[config.mk]
export PLATFORM = sky130hd
export DESIGN_NAME = shift_add_mul
export DESIGN_NICKNAME = d
export VERILOG_FILES = /design/src/rtl/shift_add_mul_pkg.sv /design/src/rtl/add_nbit.sv /design/src/rtl/shift_add_mul.sv
export SDC_FILE = /design/constraint.sdc
export NUM_CORES = 1
export LEC_CHECK = 0
export CAP_MARGIN = 20
export CORE_MARGIN = 2
export CORE_UTILIZATION = 57
export CTS_CLUSTER_SIZE = 10
export DETAILED_ROUTE_END_ITERATION = 12
export GPL_TIMING_DRIVEN = 1
export PLACE_DENSITY = 0.85
export REMOVE_ABC_BUFFERS = 1
export SYNTH_ARGS = -nofsm -noshare
export SYNTH_HDL_FRONTEND = slang
export SYNTH_SLANG_ARGS = --single-unit
[constraint.sdc]
create_clock -name clk -period 4.4 [get_ports clk]
set_clock_uncertainty 0.05 [all_clocks]
set_input_delay 0.44 -clock clk [delete_from_list [all_inputs] [get_ports clk]]
set_output_delay 0.44 -clock clk [all_outputs]
set_load 0.005 [all_outputs]
[src/rtl/shift_add_mul_pkg.sv]
// Shared types for the shift-and-add multiplier: FSM state encoding and counter width helper.
package shift_add_mul_pkg;

   typedef enum logic [1:0] {
      ST_IDLE = 2'b00,
      ST_RUN  = 2'b01,
      ST_DONE = 2'b10
   } mul_state_t;

   // Iteration counter must hold WIDTH-1; never narrower than one bit.
   function automatic int unsigned CNT_W(input int unsigned width);
      return (width <= 2) ? 1 : $clog2(width);
   endfunction

endpackage

[src/rtl/add_nbit.sv]
// Combinational WIDTH-bit carry-lookahead adder, carry-in 0, WIDTH+1-bit sum.
module add_nbit #(
   parameter int unsigned WIDTH = 8
) (
   input  logic [WIDTH-1:0] a,
   input  logic [WIDTH-1:0] b,
   output logic [WIDTH:0]   sum
);

   logic [WIDTH-1:0] g;
   logic [WIDTH-1:0] p;
   logic [WIDTH:0]   c;

   assign g = a & b;
   assign p = a ^ b;

   // Each carry is the flat OR of generate terms propagated through higher bits.
   always_comb begin
      logic carry;
      logic term;
      c = '0;
      for (int i = 0; i < int'(WIDTH); i++) begin
         carry = 1'b0;
         for (int j = 0; j <= i; j++) begin
            term = g[j];
            for (int k = j + 1; k <= i; k++) begin
               term = term & p[k];
            end
            carry = carry | term;
         end
         c[i+1] = carry;
      end
   end

   assign sum = {c[WIDTH], p ^ c[WIDTH-1:0]};

endmodule

[src/rtl/shift_add_mul.sv]
// Sequential unsigned WIDTH x WIDTH shift-and-add multiplier, one add per clock.
// Optional MUL_ZERO_BYPASS_EN: zero operands finish in one cycle without iterating.
module shift_add_mul
   import shift_add_mul_pkg::*;
#(
   parameter int unsigned WIDTH = 8
) (
   input  logic               clk,
   input  logic               rst_n,
   input  logic               start,
   input  logic [WIDTH-1:0]   A,
   input  logic [WIDTH-1:0]   B,
   output logic               busy,
   output logic               done,
   output logic [2*WIDTH-1:0] P
);

   localparam int unsigned CW = CNT_W(WIDTH);

   mul_state_t state_q, state_d;

   logic [WIDTH-1:0]   m_q;
   logic [WIDTH-1:0]   acc_q;
   logic [WIDTH-1:0]   q_q;
   logic [CW-1:0]      cnt_q;
   logic [2*WIDTH-1:0] p_q;

   logic             accept;
   logic             zero_op;
   logic             last;
   logic [WIDTH-1:0] addend;
   logic [WIDTH:0]   sum;

   assign accept = start && (state_q != ST_RUN);
`ifdef MUL_ZERO_BYPASS_EN
   assign zero_op = (A == '0) || (B == '0);
`else
   assign zero_op = 1'b0;
`endif
   assign last   = (cnt_q == '0);
   assign addend = q_q[0] ? m_q : '0;

   add_nbit #(
      .WIDTH(WIDTH)
   ) u_add (
      .a   (acc_q),
      .b   (addend),
      .sum (sum)
   );

   always_ff @(posedge clk) begin
      if (!rst_n) state_q <= ST_IDLE;
      else        state_q <= state_d;
   end

   always_comb begin
      state_d = state_q;
      unique case (state_q)
         ST_IDLE: if (start) state_d = zero_op ? ST_DONE : ST_RUN;
         ST_RUN:  if (last) state_d = ST_DONE;
         ST_DONE: state_d = start ? (zero_op ? ST_DONE : ST_RUN) : ST_IDLE;
         default: state_d = ST_IDLE;
      endcase
   end

   always_comb begin
      busy = (state_q == ST_RUN);
      done = (state_q == ST_DONE);
   end

   assign P = p_q;

   // Carry-out of the adder lands in the ACC MSB after the right shift.
   always_ff @(posedge clk) begin
      if (!rst_n) begin
         m_q   <= '0;
         acc_q <= '0;
         q_q   <= '0;
         cnt_q <= '0;
         p_q   <= '0;
      end else if (accept) begin
         m_q   <= A;
         q_q   <= B;
         acc_q <= '0;
         cnt_q <= CW'(WIDTH - 1);
         if (zero_op) p_q <= '0;
      end else if (state_q == ST_RUN) begin
         acc_q <= sum[WIDTH:1];
         q_q   <= {sum[0], q_q[WIDTH-1:1]};
         cnt_q <= cnt_q - CW'(1);
         if (last) p_q <= {sum, q_q[WIDTH-1:1]};
      end
   end

endmodule

**Word-level counts from Yosys, hierarchy flattened**

Cells that the tools add are included.

- Register bits: 45
- Bits in latches: 0
- RAM bits: 0
- Bits in read-only memories: 0
- Input bits: 19
- Logic and storage cells: 89
- Memories: 0

- Add/sub/neg operators: 1
- Multiply operators: 0
- Div/mod/pow operators: 0
- Order comparisons: 0
- Equality and inequality tests: 5
- Shifts and indexed selects: 0
- Multiplexer cells: 9
- Bitwise gates (word level): 61
- Reduce and logical (&&, ||, !) cells: 7

Operators by type and width:

| cell | number |
|---|---|
| 1-bit bitwise AND | 28 |
| 1-bit bitwise OR | 28 |
| 8-bit 2-to-1 mux | 3 |
| 8-bit XOR | 2 |
| 8-bit bitwise AND | 1 |
| 3-bit 2-to-1 mux | 2 |
| 2-bit case mux with 3 select lines | 1 |
| 2-bit 2-to-1 mux | 2 |
| 2-bit by 1-bit != test with 1-bit output, second input constant | 2 |
| 3-bit logical NOT | 1 |
| 3-bit AND reduction | 1 |
| 3-bit by 1-bit subtractor with 3-bit output, second input constant | 1 |
| 2-bit by 1-bit == test with 1-bit output, second input constant | 1 |
| 2-bit == test, second input constant | 1 |
| 2-bit logical NOT | 1 |
| 2-bit != test, second input constant | 1 |
| 1-bit inverter | 2 |
| 2-bit AND reduction | 1 |
| 2-bit nonzero test | 1 |
| 2-bit OR reduction | 1 |
| 1-bit logical AND | 1 |
| 1-bit 2-to-1 mux | 1 |

**Longest topological paths before layout**

- Word-level depth: 17
- Gate-level depth with buffers: 8
- Depth with buffers taken out: 7

**Cells and area by module**

From an unflattened synthesis, not the netlist that was laid out.

- Cell total of the unflattened synthesis: 226
- Area total of the unflattened synthesis: 2028.2 um^2

By module, submodules not included:

| module | instances | cells each | area each (um^2) | seq. area each (um^2) |
|---|---|---|---|---|
| shift_add_mul | 1 | 184 | 1676.6 | 900.9 |
| add_nbit | 1 | 42 | 351.6 | 0.0 |

**Worst setup path after synthesis**

Ideal clock, no wire load.

- Path kind: register to register
- Start: reg q_q[0]
- End: reg p_q[13] (netlist: P[13])
- Data arrival time: 1.789 ns
- Setup slack: 2.436 ns
- Cell stages (with the launch flop): 8
- Path buffers: 0
- Cells stage by stage: dfxtp_1 > and2_1 > ha_1 > ha_1 > o211ai_2 > a21oi_1 > a2111oi_4 > o41ai_2

- Word-level cells in the longest chain between the ends: 13

Ends and longest elaborated chain:

| what | RTL line | source |
|---|---|---|
| start, declared | shift_add_mul.sv:24 | `logic [WIDTH-1:0] q_q;` |
| start signal, assigned | shift_add_mul.sv:89 | `q_q <= {sum[0], q_q[WIDTH-1:1]};` |
| 8-bit 2-to-1 mux (*) | shift_add_mul.sv:41 | `assign addend = q_q[0] ? m_q : '0;` |
| 8-bit bitwise AND / 8-bit XOR (equally long branches) | add_nbit.sv:14, add_nbit.sv:15 |  |
| 1-bit bitwise AND (5 in series) | add_nbit.sv:27 | `term = term & p[k];` |
| 1-bit bitwise OR (5 in series) | add_nbit.sv:29 | `carry = carry \| term;` |
| 8-bit XOR (*) | add_nbit.sv:35 | `assign sum = {c[WIDTH], p ^ c[WIDTH-1:0]};` |
| end signal, assigned | shift_add_mul.sv:91 | `if (last) p_q <= {sum, q_q[WIDTH-1:1]};` |
| end, declared | shift_add_mul.sv:26 | `logic [2*WIDTH-1:0] p_q;` |

Every way passes the cells marked *; elsewhere a longest branch is shown, timed or not.
A chain may end at the register's enable or synchronous reset.

**Worst setup path after layout**

- Start: reg state_q[1]
- End: out busy

- Word-level cells in the longest chain between the ends: 1

Ends and longest elaborated chain:

| what | RTL line | source |
|---|---|---|
| start, declared | shift_add_mul.sv:20 | `mul_state_t state_q, state_d;` |
| start signal, assigned | shift_add_mul.sv:53 | `else state_q <= state_d;` |
| 2-bit by 1-bit == test with 1-bit output | shift_add_mul.sv:67 | `busy = (state_q == ST_RUN);` |
| end, declared | shift_add_mul.sv:13 | `output logic busy,` |

Every way passes these cells.

==> summary.txt <==
Timing
  • Hold WS: approximately 0.40 ns
  • Pins Over Slew Limit: 0
  • Endpoints failing setup: 0
  • Max-slew headroom: 36.6%
  • Final Cycle Share: between 50% and 60%
  • Worst slew pin tran: approximately 0.95 ns
  • F_max: roughly 0.38 GHz
  • Setup_tns: 0 ns
  • Fin. Hold Viols: 0
  • Tmin final: around 2.6 ns
  • RSZ-0062 raised after global routing: false

GRT
  • Grt ovf: 0
  • Largest net degree at the start of global routing: 40
  • First-pass GRT wire length: approximately 7.6 mm
  • Initial antenna violation count: 0
  • Aggregate global-route resource usage: 23.0%
  • Vias in the first global route: ~1.8k

Power
  • Sw power: 0.225 mW
  • Leakage power: just over 1 nW
  • Peak supply drop: around 250 uV
  • Internal power: 0.664 mW
  • Net Sw Frac: between 20% and 30%
  • Seq pwr share: 49.9%
  • Power, Total: between 0.8 and 0.9 mW
  • Pwr Density: between 300 and 400 nW/um^2
  • Combinational Power Share: 12.8%
  • Clock power share: between 30% and 40%

Floorplan
  • Ports: 37
  • Row cnt: 22
  • DIE HEIGHT: roughly 66 um
  • Die X: 66.2 um
  • Initial Util: about three fifths
  • Die area: between 4000 and 5000 sq um
  • Core ar.: 3690 sq um

Setup path
  • Worst path required time: just under 4 ns
  • Reg-to-reg slack, setup: 2.00 ns
  • Worst setup SP type: register
  • CP Capture Type: output pin
  • Setup CP Type: reg2out
  • CP arrival: around 2.1 ns
  • Worst-path fanout max: 39

Cells and area
  • Finished Layout Cells: between 300 and 400
  • Total area of sequential cells: 901 sq um
  • Commonest non-fill, non-tap cell in the layout: dfxtp_1
  • Finished Cell Area: about 2700 sq um
  • Area grow syn2layout: 20.5%
  • Nets: around 310
  • Fill cell count: just under 300
  • Area occupied by multi-input gates: about 1200 sq um
  • Layout cells sized above 1: under 10%
  • Commonest cells after routing, fill and taps aside: dfxtp_1, clkdlybuf4s50_1, nand2_1, a21oi_1, nand3_1
  • # diodes: 0

CTS
  • CTS tree: built
  • Hold_buf cts: 0
  • Number of buffers created by CTS: 5
  • Clk_lat worst skew: 0.31 ns
  • CTS sink count: 45
  • CTS clock-pin slew for the worst setup and hold paths: around 0.08 ns
  • Root buf cell: clkbuf_8
  • Postcts setup bufs: 0
  • Cts repair resizes: 0
  • H-tree level count: 2
  • CTS Buffer Depth: 2

Synthesis
  • Post-synth EDFFs: 0
  • Syn Inst Count: 254
  • Synth area leader: dfxtp_1
  • Ys flop type: dfxtp_1
  • Dominant cells by area after synthesis: dfxtp_1, a21oi_1, ha_1
  • Synth Warn #: 0
  • Syn avg cell area: 8.68 sq um
  • Yosys reg bits: 45
  • Post-Syn Area: between 2000 and 2500 sq um
  • Seq/Total Area, Yosys: ~41%
  • Async S/R FF share, synth: 0%
  • Fraction of synthesized cell area taken by the top area cell type: a little over 40%
  • Synth unique cells: slightly above 40

Placed design
  • IO Port Bufs: 36
  • Cell Area, Placed: 2540 sq um
  • HPWL after DPL: around 3.1 mm
  • Gpl congestion: between 0.7 and 0.8
  • Placed insts: between 300 and 400

Drt
  • Vias per inst: ~5.6
  • Antenna Nets Post-Route: 0
  • Wire length per cell: between 10 and 15 um
  • DR vias: 1,856
  • DRT Wirelength: between 4 and 5 mm
  • First-pass DRT Iterations: 4
  • Post-route DRC: 0
  • 1st-iter DRT viols: ~120

Hold path
  • Hold Crit Class: reg2reg

Flow run
  • Max Cap Viol: 0

Run status
  • Status: finished clean
==> routing by layer <==
metal | GRT usage [%] | routed length, um
met1 | 27.6 | 2030
met2 | 39.0 | 2150
met3 | 5.11 | 210
met4 | 10.5 | 68
met5 | 0 | 0
==> state kept, by name (all words and copies together), names as in the netlist <==
name / cells
P: 16
acc_q: 8
m_q: 8
q_q: 8
cnt_q: 3
state_q: 2
==> critical path, stage by stage, from the launching register on <==
cell and delay (ns):
dfxtp_1 0.32, nand2b_2 0.51, inv_2 0.42, clkdlybuf4s50_1 0.56
==> layout make-up <==
cell class	count	share of cell area [%]
well taps	48	2.26
inverters	10	1.41
flip-flops and latches	45	33.9
repair buffers	37	13.8
multi-input cells	182	44.1
clock buffers	6	3.11
clock inverters	2	1.41
==> stage by stage <==
stage	setup slack, ns	util [%]
after floorplan	2.40	-
after global placement	2.04	68.8
after detailed placement	2.02	68.8
after CTS	1.77	72.1
after global routing	1.63	72.1
final	1.77	72.1
==> Yosys cell counts, types with 5 or more instances <==
library cell,n
nor3_1,5
dfxtp_1,45
mux2i_1,8
nand2_1,34
nor2_1,15
and2_1,9
a211oi_1,13
buf_2,13
o21ai_0,5
inv_1,9
a21oi_1,28
ha_1,11
nand3_1,20
==> power groups by stage <==
stage	Sequential [mW]	Combinational [mW]	Clock, mW
final	0.443	0.114	0.332
after global routing	0.446	0.129	0.353
after CTS	0.443	0.115	0.338
after detailed placement	0.452	0.114	0
after global placement	0.452	0.112	0
after floorplan	0.449	0.0667	0
==> logic make-up after synthesis <==
logic type               count (synthesis)  share of synthesized area [%]
buffers and inverters                   27                           6.01
adder cells (fa/ha/maj)                 12                           7.15
AO/OA/AOI/OAI                           63                           20.7
flip-flops                              45                           40.8
AND/OR/NAND/NOR                         98                           21.3
multiplexers                             8                           3.63
XOR/XNOR                                 1                          0.397
==> final timing paths <==
path	from	to	depth (start not counted)
setup / recovery	state_q[1]	busy	3
hold / removal	m_q[7]	m_q[7]	2
setup reg to reg	state_q[1]	P[12]	5
hold reg to reg	m_q[7]	m_q[7]	2
Power figures use the tool's default switching activity.
